==> config.mk <==
export PLATFORM = sky130hd
export DESIGN_NAME = blk_timing
export DESIGN_NICKNAME = d
export VERILOG_FILES = /design/src/rtl/blk_timing.sv
export SDC_FILE = /design/constraint.sdc
export NUM_CORES = 1
export LEC_CHECK = 0
export ABC_AREA = 1
export BUFFER_PORTS_ARGS = -buffer_cell sky130_fd_sc_hd__buf_2
export CORE_MARGIN = 1.5
export CORE_UTILIZATION = 35
export CTS_CLUSTER_SIZE = 24
export DETAILED_ROUTE_END_ITERATION = 8
export PLACE_DENSITY = 0.54
export SLEW_MARGIN = 5
export SYNTH_ARGS = -nofsm -noshare
export SYNTH_HDL_FRONTEND = slang
export SYNTH_SLANG_ARGS = --single-unit
==> constraint.sdc <==
create_clock -name clk_i -period 2.1 [get_ports clk_i]
set_input_delay 0.42 -clock clk_i [delete_from_list [all_inputs] [get_ports clk_i]]
set_output_delay 0.42 -clock clk_i [all_outputs]
set_load 0.02 [all_outputs]
==> src/rtl/blk_timing.sv <==
// Block-grid timing generator: delays the pixel stream by one cycle and marks
// the last pixel of each horizontal block (h_save_o) and of each block row (v_save_o).
module blk_timing #(
  parameter int HBLKS   = 10,
  parameter int VBLKS   = 10,
  parameter int HBLK_PX = 30,
  parameter int VBLK_LN = 30
) (
  input  logic        clk_i,
  input  logic        rst_ni,
  input  logic        vs_i,
  input  logic        de_i,
  input  logic [23:0] wd_i,
  output logic        de_o,
  output logic [23:0] wd_o,
  output logic        h_save_o,
  output logic        v_save_o,
  output logic        err_o
);

  // state     | meaning
  // WAIT_VS   | idle after reset, waiting for a frame start
  // ACTIVE    | counting pixels/blocks/lines of the current frame
  // DONE      | whole block grid seen; further pixels are errors
  localparam logic [1:0] ST_WAIT_VS = 2'd0;
  localparam logic [1:0] ST_ACTIVE  = 2'd1;
  localparam logic [1:0] ST_DONE    = 2'd2;

  localparam int PX_W = (HBLK_PX > 1) ? $clog2(HBLK_PX) : 1;
  localparam int BX_W = $clog2(HBLKS + 1);
  localparam int LN_W = (VBLK_LN > 1) ? $clog2(VBLK_LN) : 1;
  localparam int BY_W = (VBLKS > 1) ? $clog2(VBLKS) : 1;

  localparam logic [PX_W-1:0] PX_LAST = PX_W'(HBLK_PX - 1);
  localparam logic [PX_W-1:0] PX_ONE  = PX_W'(1);
  localparam logic [BX_W-1:0] BX_END  = BX_W'(HBLKS);
  localparam logic [BX_W-1:0] BX_LAST = BX_W'(HBLKS - 1);
  localparam logic [BX_W-1:0] BX_ONE  = BX_W'(1);
  localparam logic [LN_W-1:0] LN_LAST = LN_W'(VBLK_LN - 1);
  localparam logic [LN_W-1:0] LN_ONE  = LN_W'(1);
  localparam logic [BY_W-1:0] BY_LAST = BY_W'(VBLKS - 1);
  localparam logic [BY_W-1:0] BY_ONE  = BY_W'(1);

  logic [1:0]      state_q, state_d;
  logic [PX_W-1:0] px_cnt, px_d;
  logic [BX_W-1:0] bx_cnt, bx_d;
  logic [LN_W-1:0] ln_cnt, ln_d;
  logic [BY_W-1:0] by_cnt, by_d;
  logic            err_d, h_d, v_d;
  logic            vs_q, armed_q, vs_rise, active;

  // armed_q blocks a vs_i held high through reset release from looking like an edge
  assign vs_rise = vs_i & ~vs_q & armed_q;
  assign active  = vs_rise | (state_q == ST_ACTIVE);

  always_comb begin
    state_d = state_q;
    px_d    = px_cnt;
    bx_d    = bx_cnt;
    ln_d    = ln_cnt;
    by_d    = by_cnt;
    err_d   = err_o;
    h_d     = 1'b0;
    v_d     = 1'b0;

    if (vs_rise) begin
      state_d = ST_ACTIVE;
      px_d    = '0;
      bx_d    = '0;
      ln_d    = '0;
      by_d    = '0;
      err_d   = de_i;
    end

    if (active && de_i) begin
      if (bx_d == BX_END) begin
        err_d = 1'b1;
      end else if (px_d == PX_LAST) begin
        h_d  = 1'b1;
        v_d  = (bx_d == BX_LAST) && (ln_d == LN_LAST);
        px_d = '0;
        bx_d = bx_d + BX_ONE;
      end else begin
        px_d = px_d + PX_ONE;
      end
    end else if (active && !vs_rise && !de_i && de_o) begin
      if ((px_d != '0) || (bx_d != BX_END)) err_d = 1'b1;
      px_d = '0;
      bx_d = '0;
      if (ln_d == LN_LAST) begin
        ln_d = '0;
        if (by_d == BY_LAST) begin
          by_d    = '0;
          state_d = ST_DONE;
        end else begin
          by_d = by_d + BY_ONE;
        end
      end else begin
        ln_d = ln_d + LN_ONE;
      end
    end

    if (!vs_rise && (state_q == ST_DONE) && de_i) err_d = 1'b1;
  end

  always_ff @(posedge clk_i) begin
    if (!rst_ni) begin
      state_q  <= ST_WAIT_VS;
      px_cnt   <= '0;
      bx_cnt   <= '0;
      ln_cnt   <= '0;
      by_cnt   <= '0;
      vs_q     <= 1'b0;
      armed_q  <= 1'b0;
      de_o     <= 1'b0;
      wd_o     <= '0;
      h_save_o <= 1'b0;
      v_save_o <= 1'b0;
      err_o    <= 1'b0;
    end else begin
      state_q  <= state_d;
      px_cnt   <= px_d;
      bx_cnt   <= bx_d;
      ln_cnt   <= ln_d;
      by_cnt   <= by_d;
      vs_q     <= vs_i;
      if (!vs_i) armed_q <= 1'b1;
      de_o     <= de_i;
      wd_o     <= wd_i;
      h_save_o <= h_d;
      v_save_o <= v_d;
      err_o    <= err_d;
    end
  end

endmodule

After elaboration in Yosys (flattened, before gate mapping) --
Cells that the tools add are included.
Storage, ports and cells: output and inout bits 28, flip-flop bits (word level) 50
Operators by class: $add $sub $neg 4, equality and inequality tests 8, bitwise logic cells 7, reduce and logical (&&, ||, !) cells 13, mux-type cells 31
Operators with widths (count):
- 5-bit two-way mux | 9
- 4-bit two-way mux | 10
- 4-bit == test, second input constant | 3
- 5-bit by 1-bit adder with 5-bit output, second input constant | 2
- 5-bit == test, second input constant | 2
- 2-bit two-way mux | 5
- 4-bit by 1-bit adder with 4-bit output, second input constant | 2
- 1-bit logical AND | 7
- 1-bit two-way mux | 7
- 5-bit nonzero test | 1
- 4-bit != test, second input constant | 1
- 1-bit NOT | 4
- 4-bit OR reduction | 1
- 3-bit OR reduction | 1
- 1-bit AND | 2
- 2-bit by 1-bit == test with 1-bit output, second input constant | 1
- 2-bit == test, second input constant | 1
- 1-bit logical NOT | 2
- 1-bit logical OR | 1
- 1-bit OR | 1

Logic depth before layout (Yosys ltp) --
Gate-level depths: netlist (run 1).
depth after elaboration 10, mapped depth 14, depth with buffers taken out 13

Worst setup path before layout (run 1) --
OpenSTA, ideal clock, no wires.
path type input -> register, start input port vs_i, end register by_cnt[2], setup slack 0.260 ns, setup time 0.115 ns, cell stages on the path 13, data required time 1.985 ns, arrival time 1.725 ns, buffers on the path 1, cells stage by stage nand2_2 nor2_8 buf_6 nor2_1 ha_1 nand2_1 inv_1 nand2_2 nor2_4 nand2_1 nand3_1 nand2_1 and2_1
On the way: cells in the longest elaborated chain, start to end 8, elaborated cells on any way between the ends 17
RTL lines:
- from (decl) | RTL line 11 | input logic vs_i,
- 1-bit AND * (2 in series) | RTL line 53 | assign vs_rise = vs_i & ~vs_q & armed_q;
- 4-bit two-way mux (tied with other cells) | RTL line 66 | if (vs_rise) begin
- 4-bit by 1-bit adder with 4-bit output (tied with other cells) | RTL line 96 | by_d = by_d + BY_ONE;
- 4-bit two-way mux / 1-bit logical AND (equally long branches) | RTL line 92, 86
- 4-bit two-way mux / 1-bit logical AND (equally long branches) | RTL line 90, 86
- 4-bit two-way mux | RTL line 86 | end else if (active && !vs_rise && !de_i && de_o) begin
- 4-bit two-way mux * | RTL line 75 | if (active && de_i) begin
- to (signal assigned) | RTL line 125 | by_cnt <= by_d;
- to (decl) | RTL line 48 | logic [BY_W-1:0] by_cnt, by_d;
Mark *: on every way between the ends. The rest lies on a longest branch, timed or not. A chain may end at the register's enable or synchronous reset.

Worst setup path after layout (run 1) --
start register vs_q, end register px_cnt[3]
On the way: cells in the longest elaborated chain, start to end 9, elaborated cells on any way between the ends 18
RTL lines:
- from (decl) | RTL line 50 | logic vs_q, armed_q, vs_rise, active;
- from (signal assigned) | RTL line 126 | vs_q <= vs_i;
- 1-bit NOT * | RTL line 53
- 1-bit AND * (2 in series) | RTL line 53
- branches (longest 5 deep; another with 5-bit by 1-bit adder with 5-bit output)
- 5-bit two-way mux * | RTL line 75
- to (signal assigned) | RTL line 122 | px_cnt <= px_d;
- to (decl) | RTL line 45 | logic [PX_W-1:0] px_cnt, px_d;
Mark *: on every way between the ends.

==> results.ini, run 1 <==
[worst_setup_path]
cp_common_cell = sky130_fd_sc_hd__nand2_1
worst_path_dominant_cell_family = simple AND/OR/NAND/NOR gates
timing.critical_path.arrival_ns = 1.97
critPathMaxFanout = 10
cp_data_required_time_ns = 2.29
critical_path.n_buffers_inverters = 3
critical_path.max_stage_delay_ns = 0.45
worst_setup_path_end_kind = flip-flop
worst_setup_path_start_kind = flip-flop
worst_path_cell_chain = inv_2 > nand3_4 > nand2_1 > inv_1 > ha_1 > inv_1 > nor2_1 > nand2_2 > nand2_1 > nand2_1 > nand3_1 > a21oi_1
critical-path-slowest-cell = sky130_fd_sc_hd__dfxtp_1
path_class = flip-flop to flip-flop

[timing]
grt_setup_unrepaired = no
tightestPinTransition_ns = 0.413
finalSetupTns_ns = 0
final.period_utilization_pct = 84.8
fin_hold_ws_ns = 0.281
max-slew-margin-rel_pct = 72.4
layout_min_cycle_time_ns = 1.78
fin_max_slew_vios = 0
max_freq_mhz = 562
finalHoldViolations = 0
fin_worst_skew_ns = 0.00667
setup_violations = 0
setup_ws_ns = 0.320

[global_routing]
grt_pass1_vias = 1833
antenna_found_initial = 0
grt.overflow.total = 0
first_pass_grt_wire_length_um = 8100
grt_max_degree = 25
groute.usage.overall_pct = 14.3

[place]
placement.io_buffers = 55
dp_hpwl_um = 3540
post-place-ws_ns = 0.159
placement.cell_area_um2 = 2640
finalWeightedCongestion = 0.788
dpl.cell_count = 434

[drt]
num_vias = 1868
detailedRoute.firstIterationViolations = 56
final_routed_wire_length_divided_by_cell_count_um = 10.5
routed_wl_um = 4640
routed-wl-met2_um = 2020
dr.pass1.iters = 4
wl_met3_um = 314
detail_route.wirelength.met1_um = 2210
vias_per_cell = 4.23
final_antenna_net_count = 0
dr.max_layer_used = met4
drt_drc_violations_left = 0

[power]
netSwitchingPower_uw = 465
static_power_due_to_leakage_nw = 1.52
max-vdd-ir-drop_mv = 0.362
internal_power_mw = 1.40
p_total_mw = 1.86
power.density_nw_per_um2 = 678
power.clock.fraction_pct = 37.3
power.share.combinational_pct = 9.6
pwr-share-seq_pct = 53.1
power.switching_fraction_pct = 25.0

[finish]
insertedDiodeCount = 0
final.fill_count = 686
area_growth_pct = 21.4
multi_input_area_um2 = 1000
nNetsFinal = 400
sequential_cell_area_um2 = 1000
post_layout_nonfiller_instances = 442
final_core_utilization_pct = 43.5
layout-drive-gt1-share_pct = 25.5
design_area_um2 = 2750

[cts]
postCtsSetupRepairBufs = 0
postCtsHoldBufs = 0
clk_transition_reported_paths_ns = 0.10
postCtsResizedCells = 0
cts_buf_count = 5
ctsHtreeMaxLevel = 2
clockRootBuffer = sky130_fd_sc_hd__clkbuf_8
tritoncts_clock_tree = yes
clock_path_buffers = 2
clock_sink_count = 50
worst_skew_pair.late_latency_ns = 0.31

[logic_synthesis]
synth_seq_area_share_pct = 44.2
flip_flop_and_latch_count_after_synthesis = 50
netlist-cell-type-count = 32
postSynthCellCount = 303
postSynthAreaPerCell_um2 = 7.47
synthesis.yosys.warnings = 0
synth_nets = 339
synthesized_area_um2 = 2260

[run_status]
outcome = finished, final reports clean

[floorplan]
die-width_um = 83.4
initial_core_util_pct = 35.9
floorplan.rows = 29
fp.dieH_um = 83.4
die-area_um2 = 6960
core_region_area_um2 = 6310
io_count = 56

[job]
cap_viol_max_count = 0

[min_path]
path_type_of_the_worst_min_delay_path = input port to flip-flop

cell type report:
| cell class | instances | area share, % |
|---|---|---|
| inverter | 59 | 8.06 |
| sequential | 50 | 36.4 |
| tap | 77 | 3.50 |
| clock buffer | 6 | 2.64 |
| timing repair buffer | 61 | 11.7 |
| multi-input combinational | 187 | 36.4 |
| clock inverter | 2 | 1.37 |
cells in the final DEF (no fill, tap or decap):
| cell type | instances |
|---|---|
| sky130_fd_sc_hd__and2_1 | 1 |
| sky130_fd_sc_hd__or2_0 | 1 |
| sky130_fd_sc_hd__buf_4 | 6 |
| sky130_fd_sc_hd__nand2_4 | 1 |
| sky130_fd_sc_hd__clkbuf_1 | 1 |
| sky130_fd_sc_hd__inv_1 | 57 |
| sky130_fd_sc_hd__nor2_2 | 3 |
| sky130_fd_sc_hd__xor2_1 | 1 |
| sky130_fd_sc_hd__o21ai_2 | 1 |
| sky130_fd_sc_hd__nand3_4 | 1 |
| sky130_fd_sc_hd__a211oi_1 | 1 |
| sky130_fd_sc_hd__nand2_2 | 7 |
| sky130_fd_sc_hd__nand3_2 | 2 |
| sky130_fd_sc_hd__nor2_4 | 5 |
| sky130_fd_sc_hd__nor2_8 | 2 |
| sky130_fd_sc_hd__nor3_1 | 3 |
| sky130_fd_sc_hd__bufinv_16 | 1 |
| sky130_fd_sc_hd__dfxtp_1 | 50 |
| sky130_fd_sc_hd__nand3_1 | 15 |
| sky130_fd_sc_hd__o211ai_1 | 1 |
| sky130_fd_sc_hd__clkbuf_8 | 5 |
| sky130_fd_sc_hd__o21ai_0 | 6 |
| sky130_fd_sc_hd__inv_2 | 2 |
| sky130_fd_sc_hd__clkinvlp_4 | 1 |
| sky130_fd_sc_hd__nor2_1 | 29 |
| sky130_fd_sc_hd__nand2_1 | 78 |
| sky130_fd_sc_hd__nor3b_1 | 1 |
| sky130_fd_sc_hd__buf_2 | 55 |
| sky130_fd_sc_hd__a22oi_1 | 1 |
| sky130_fd_sc_hd__a21oi_1 | 12 |
| sky130_fd_sc_hd__ha_1 | 8 |
| sky130_fd_sc_hd__nand4_2 | 1 |
| sky130_fd_sc_hd__nand4_1 | 5 |
| sky130_fd_sc_hd__o22ai_1 | 1 |
cell usage after synthesis:
cell type	count	area share (%)
sky130_fd_sc_hd__nor2_4	5	2.5
sky130_fd_sc_hd__o211ai_1	1	0.33
sky130_fd_sc_hd__nor2_8	2	1.8
sky130_fd_sc_hd__nor2_1	29	4.8
sky130_fd_sc_hd__xor2_1	1	0.39
sky130_fd_sc_hd__or2_0	1	0.28
sky130_fd_sc_hd__o21ai_2	1	0.39
sky130_fd_sc_hd__inv_2	2	0.33
sky130_fd_sc_hd__nand3_1	15	3.3
sky130_fd_sc_hd__and2_1	1	0.28
sky130_fd_sc_hd__nand2_1	78	13
sky130_fd_sc_hd__o21ai_0	6	1.3
sky130_fd_sc_hd__buf_6	2	0.99
sky130_fd_sc_hd__a21oi_1	12	2.7
sky130_fd_sc_hd__nand4_2	1	0.55
sky130_fd_sc_hd__inv_1	57	9.4
sky130_fd_sc_hd__nand3_4	1	0.77
sky130_fd_sc_hd__a211oi_1	1	0.33
sky130_fd_sc_hd__nand2_4	1	0.50
sky130_fd_sc_hd__dfxtp_1	50	44
sky130_fd_sc_hd__buf_2	1	0.22
sky130_fd_sc_hd__nand2_2	7	1.9
sky130_fd_sc_hd__nand4_1	5	1.4
sky130_fd_sc_hd__a22oi_1	1	0.33
sky130_fd_sc_hd__nor2_2	3	0.83
sky130_fd_sc_hd__nor3b_1	1	0.33
sky130_fd_sc_hd__buf_1	2	0.33
sky130_fd_sc_hd__clkbuf_1	2	0.33
sky130_fd_sc_hd__nor3_1	3	0.66
sky130_fd_sc_hd__nand3_2	2	0.88
sky130_fd_sc_hd__o22ai_1	1	0.28
sky130_fd_sc_hd__ha_1	8	4.4
state kept, by name (all words and copies together), names as in the netlist:
name and count:
state_q 2, v_save_o 1, ln_cnt 5, de_o 1, by_cnt 4, vs_q 1
wd_o 24, err_o 1, armed_q 1, px_cnt 5, h_save_o 1, bx_cnt 4
final timing paths:
check | from | to | slack (ns) | depth (start not counted)
setup / recovery | vs_q$_SDFF_PN0_ | px_cnt[3]$_SDFF_PN0_ | 0.32 | 12
hold / removal | wd_i[4] | wd_o[4]$_SDFF_PN0_ | 0.28 | 3
setup reg to reg | vs_q$_SDFF_PN0_ | px_cnt[3]$_SDFF_PN0_ | 0.32 | 12
hold reg to reg | ln_cnt[0]$_SDFF_PN0_ | ln_cnt[0]$_SDFF_PN0_ | 0.44 | 1
power by group through the flow:
stage	combinational [mW]	clock (mW)	sequential, mW
floorplan	0.0784	0	1.05
global placement	0.181	0	1.01
detailed placement	0.182	0	1.01
CTS	0.182	0.716	0.990
global route	0.200	0.753	0.993
finish	0.179	0.694	0.989
kinds of logic after synthesis:
| logic type | count (synthesis) | synth area share (%) |
|---|---|---|
| simple gates | 155 | 33.7 |
| buf+inv | 66 | 11.7 |
| flops | 50 | 44.2 |
| compound gates | 23 | 5.64 |
| fa+ha+maj | 8 | 4.42 |
| xor+xnor | 1 | 0.387 |
metal layers:
layer / up-vias / track usage [%]
met5: - / 0
met2: 52 / 22.6
met4: 0 / 5.66
met3: 12 / 5.07
met1: 771 / 17.9
li1: 1033 / -
worst register-to-register path: stages (launching register included):
cell and delay [ns]:
sky130_fd_sc_hd__dfxtp_1 0.45, sky130_fd_sc_hd__inv_2 0.07, sky130_fd_sc_hd__nand3_4 0.13, sky130_fd_sc_hd__nand2_1 0.11, sky130_fd_sc_hd__inv_1 0.11, sky130_fd_sc_hd__ha_1 0.15
sky130_fd_sc_hd__inv_1 0.04, sky130_fd_sc_hd__nor2_1 0.12, sky130_fd_sc_hd__nand2_2 0.13, sky130_fd_sc_hd__nand2_1 0.13, sky130_fd_sc_hd__nand2_1 0.08, sky130_fd_sc_hd__nand3_1 0.07
sky130_fd_sc_hd__a21oi_1 0.06
No activity file was read; power rests on OpenSTA's default activity.
==> inputs of run 2 (changes only) <==
- ABC_AREA: 1 -> 0
- PLACE_DENSITY: 0.54 -> 0.57
- clock period: 2.1 -> 1.6 ns (I/O delays scaled with it)
==> results.ini, run 2 <==
[run_status]
outcome = finished with violations
violations = setup timing

[worst_setup_path]
critical-path-slowest-cell = sky130_fd_sc_hd__dfxtp_2
cp_data_required_time_ns = 1.82
path_class = flip-flop to flip-flop
worst_setup_path_end_kind = flip-flop
worst_path_cell_chain = nand3b_1 > buf_6 > and2_4 > ha_4 > nand3b_1 > buf_6 > nor2_4 > buf_4 > a211o_1 > o211ai_1
critPathMaxFanout = 6
worst_setup_path_start_kind = flip-flop
timing.critical_path.arrival_ns = 2.03
critical_path.max_stage_delay_ns = 0.32
critical_path.n_buffers_inverters = 3
setup.reg_to_reg.worst_slack_ns = -0.21
worst_path_dominant_cell_family = simple AND/OR/NAND/NOR gates

[cts]
ctsHtreeMaxLevel = 2
clock_path_buffers = 2
worst_skew_pair.late_latency_ns = 0.31
tritoncts_clock_tree = yes
cts_buf_count = 5
clock_sink_count = 50
clockRootBuffer = sky130_fd_sc_hd__clkbuf_8
clk_transition_reported_paths_ns = 0.09

[logic_synthesis]
synth_seq_area_share_pct = 48.6
edff_count_synth = 0
postSynthCellCount = 216
yosys.cell_count.top_type = sky130_fd_sc_hd__dfxtp_1
synth_top_cell_area_share_pct = 48.6
synth_area_leader_cell = sky130_fd_sc_hd__dfxtp_1
synthesis.yosys.warnings = 0
netlist-cell-type-count = 49
synth.top_cells.by_count = 50 x sky130_fd_sc_hd__dfxtp_1, 28 x sky130_fd_sc_hd__and2_1, 19 x sky130_fd_sc_hd__nand2_1
ys.flop_type = sky130_fd_sc_hd__dfxtp_1
flip_flop_and_latch_count_after_synthesis = 50
synth_nets = 252
synthesized_area_um2 = 2060
postSynthAreaPerCell_um2 = 9.53
asyncSetResetFlopFracSynth_pct = 0
largest_cells_by_area_after_synthesis = sky130_fd_sc_hd__dfxtp_1 49%, sky130_fd_sc_hd__and2_1 8.5%, sky130_fd_sc_hd__ha_1 4.9%, sky130_fd_sc_hd__nand2_1 3.5%, sky130_fd_sc_hd__nand4_1 2.4%

[timing]
max_freq_mhz = 551
grt_setup_unrepaired = yes
finalSetupTns_ns = -2.59
fin_worst_skew_ns = 0.00823
finalHoldViolations = 0
max-slew-margin-rel_pct = 65.5
tightestPinTransition_ns = 0.514
fin_max_slew_vios = 0
final.period_utilization_pct = 113
setup_ws_ns = -0.214
setup_violations = 21
layout_min_cycle_time_ns = 1.81

[place]
finalWeightedCongestion = 0.842
placement.io_buffers = 55
dp_hpwl_um = 3500

[finish]
multi_input_area_um2 = 1220
final.fill_count = 509
largestRegisters = wd_o: 24 flops, ln_cnt: 5 flops, px_cnt: 5 flops
sequential_cell_area_um2 = 1000
highest_count_cells_in_the_layout_ignoring_fill_and_taps = 55 x sky130_fd_sc_hd__buf_2, 49 x sky130_fd_sc_hd__dfxtp_1, 38 x sky130_fd_sc_hd__buf_4, 25 x sky130_fd_sc_hd__and2_1, 14 x sky130_fd_sc_hd__nand2_1
area_growth_pct = 51.6
final_common_cell = sky130_fd_sc_hd__buf_2
layout-drive-gt1-share_pct = 46.8
nNetsFinal = 350
max_reg_flops = 24
largest-register = wd_o
insertedDiodeCount = 0

[drt]
detailedRoute.firstIterationViolations = 82
vias_per_cell = 4.88
drt_drc_violations_left = 0
final_antenna_net_count = 0
num_vias = 1883
dr.pass1.iters = 4
routed_wl_um = 4970
final_routed_wire_length_divided_by_cell_count_um = 12.9

[floorplan]
core_region_area_um2 = 5570
fp.dieH_um = 79.7
initial_core_util_pct = 36.9
die-area_um2 = 6350
die-width_um = 79.7
io_count = 56
floorplan.rows = 27

[global_routing]
grt_max_degree = 29
groute.usage.overall_pct = 17.0
antenna_found_initial = 0
first_pass_grt_wire_length_um = 8330
grt.overflow.total = 0
grt_pass1_vias = 1836

[power]
pwr-share-seq_pct = 52.2
power.density_nw_per_um2 = 797
power.switching_fraction_pct = 23.2
power.clock.fraction_pct = 36.7
internal_power_mw = 1.91
max-vdd-ir-drop_mv = 0.528
netSwitchingPower_uw = 576
power.share.combinational_pct = 11.1
p_total_mw = 2.49
static_power_due_to_leakage_nw = 1.35

[min_path]
path_type_of_the_worst_min_delay_path = input port to flip-flop

[job]
cap_viol_max_count = 0

-- run 2: cell types whose count changed in the layout (fill, tap and decap cells not counted), sizes merged, moves of 3 or more --
cell	before	now
xor2	1	4
a21oi	12	5
and2	1	28
nand2	86	19
inv	59	9
nor2	39	8
nor2b	0	3
buf	61	101
nor3	3	8
a21boi	0	3
nand3	18	8
-- run 2: area by class of cell --
| class | instances | area share (%) |
|---|---|---|
| multi-input cells | 147 | 39.1 |
| clock inverters | 1 | 0.963 |
| inverters | 9 | 1.16 |
| clock buffers | 6 | 2.65 |
| repair buffers | 101 | 21.1 |
| flip-flops and latches | 50 | 32.1 |
| well taps | 72 | 2.89 |
-- run 2: through the flow --
| stage | instances | setup slack (ns) | hold slack [ns] | utilization (%) | cell area, µm² |
|---|---|---|---|---|---|
| floorplan | 216 | -0.247 | 0.429 | - | 2170 |
| global placement | 370 | -0.262 | 0.490 | 49.7 | 2770 |
| detailed placement | 370 | -0.317 | 0.490 | 49.7 | 2770 |
| CTS | 381 | -0.181 | 0.208 | 54.0 | 3010 |
| global route | 386 | -0.321 | 0.207 | 56.0 | 3120 |
| finish | 386 | -0.214 | 0.215 | 56.0 | 3120 |
-- run 2: kinds of logic (layout without fill, tap and decap cells) --
group	after synthesis	in the layout	synth area share, %
buffers and inverters	19	117	3.83
xor gates and xnor gates	6	6	2.55
and+or+nand+nor	102	102	29.2
adders and majority gates	8	8	4.86
AOI/OAI and AO/OA	30	30	10.4
DFF	50	50	48.6
muxes	1	1	0.486
-- run 2: what timing repair did --
action                                 in CTS  in global routing
pin swaps                                   9                  8
resized for setup                          20                 14
hold buffers                                0                  0
setup buffers                               4                  5
endpoints found under the hold margin       0                  0
setup endpoints to repair                  22                 22
-- run 2: final timing paths --
path                                            from                   end  cells past startpoint
worst max register to register       vs_q$_SDFF_PN0_      err_o$_SDFF_PN0_                     10
worst min-delay path                        wd_i[13]   wd_o[13]$_SDFF_PN0_                      2
worst max-delay path                 vs_q$_SDFF_PN0_      err_o$_SDFF_PN0_                     10
worst min register to register  by_cnt[3]$_SDFF_PN0_  by_cnt[3]$_SDFF_PN0_                      2
-- run 2: per-layer routing --
layer	share of wire (%)	wire length, µm	vias to the layer above	track usage (%)
met1	44	2200	862	20.2
met3	6.1	303	7	4.11
li1	-	-	950	-
met4	2.1	103	0	7.19
met2	48	2370	64	28.8
met5	0	0	-	0
-- run 2: power by group through the flow --
stage,sequential (mW),clock [mW],combinational [mW]
final,1.30,0.912,0.276
after global routing,1.30,0.992,0.302
after CTS,1.30,0.947,0.274
after detailed placement,1.33,0,0.265
after global placement,1.33,0,0.263
after floorplan,1.37,0,0.0924
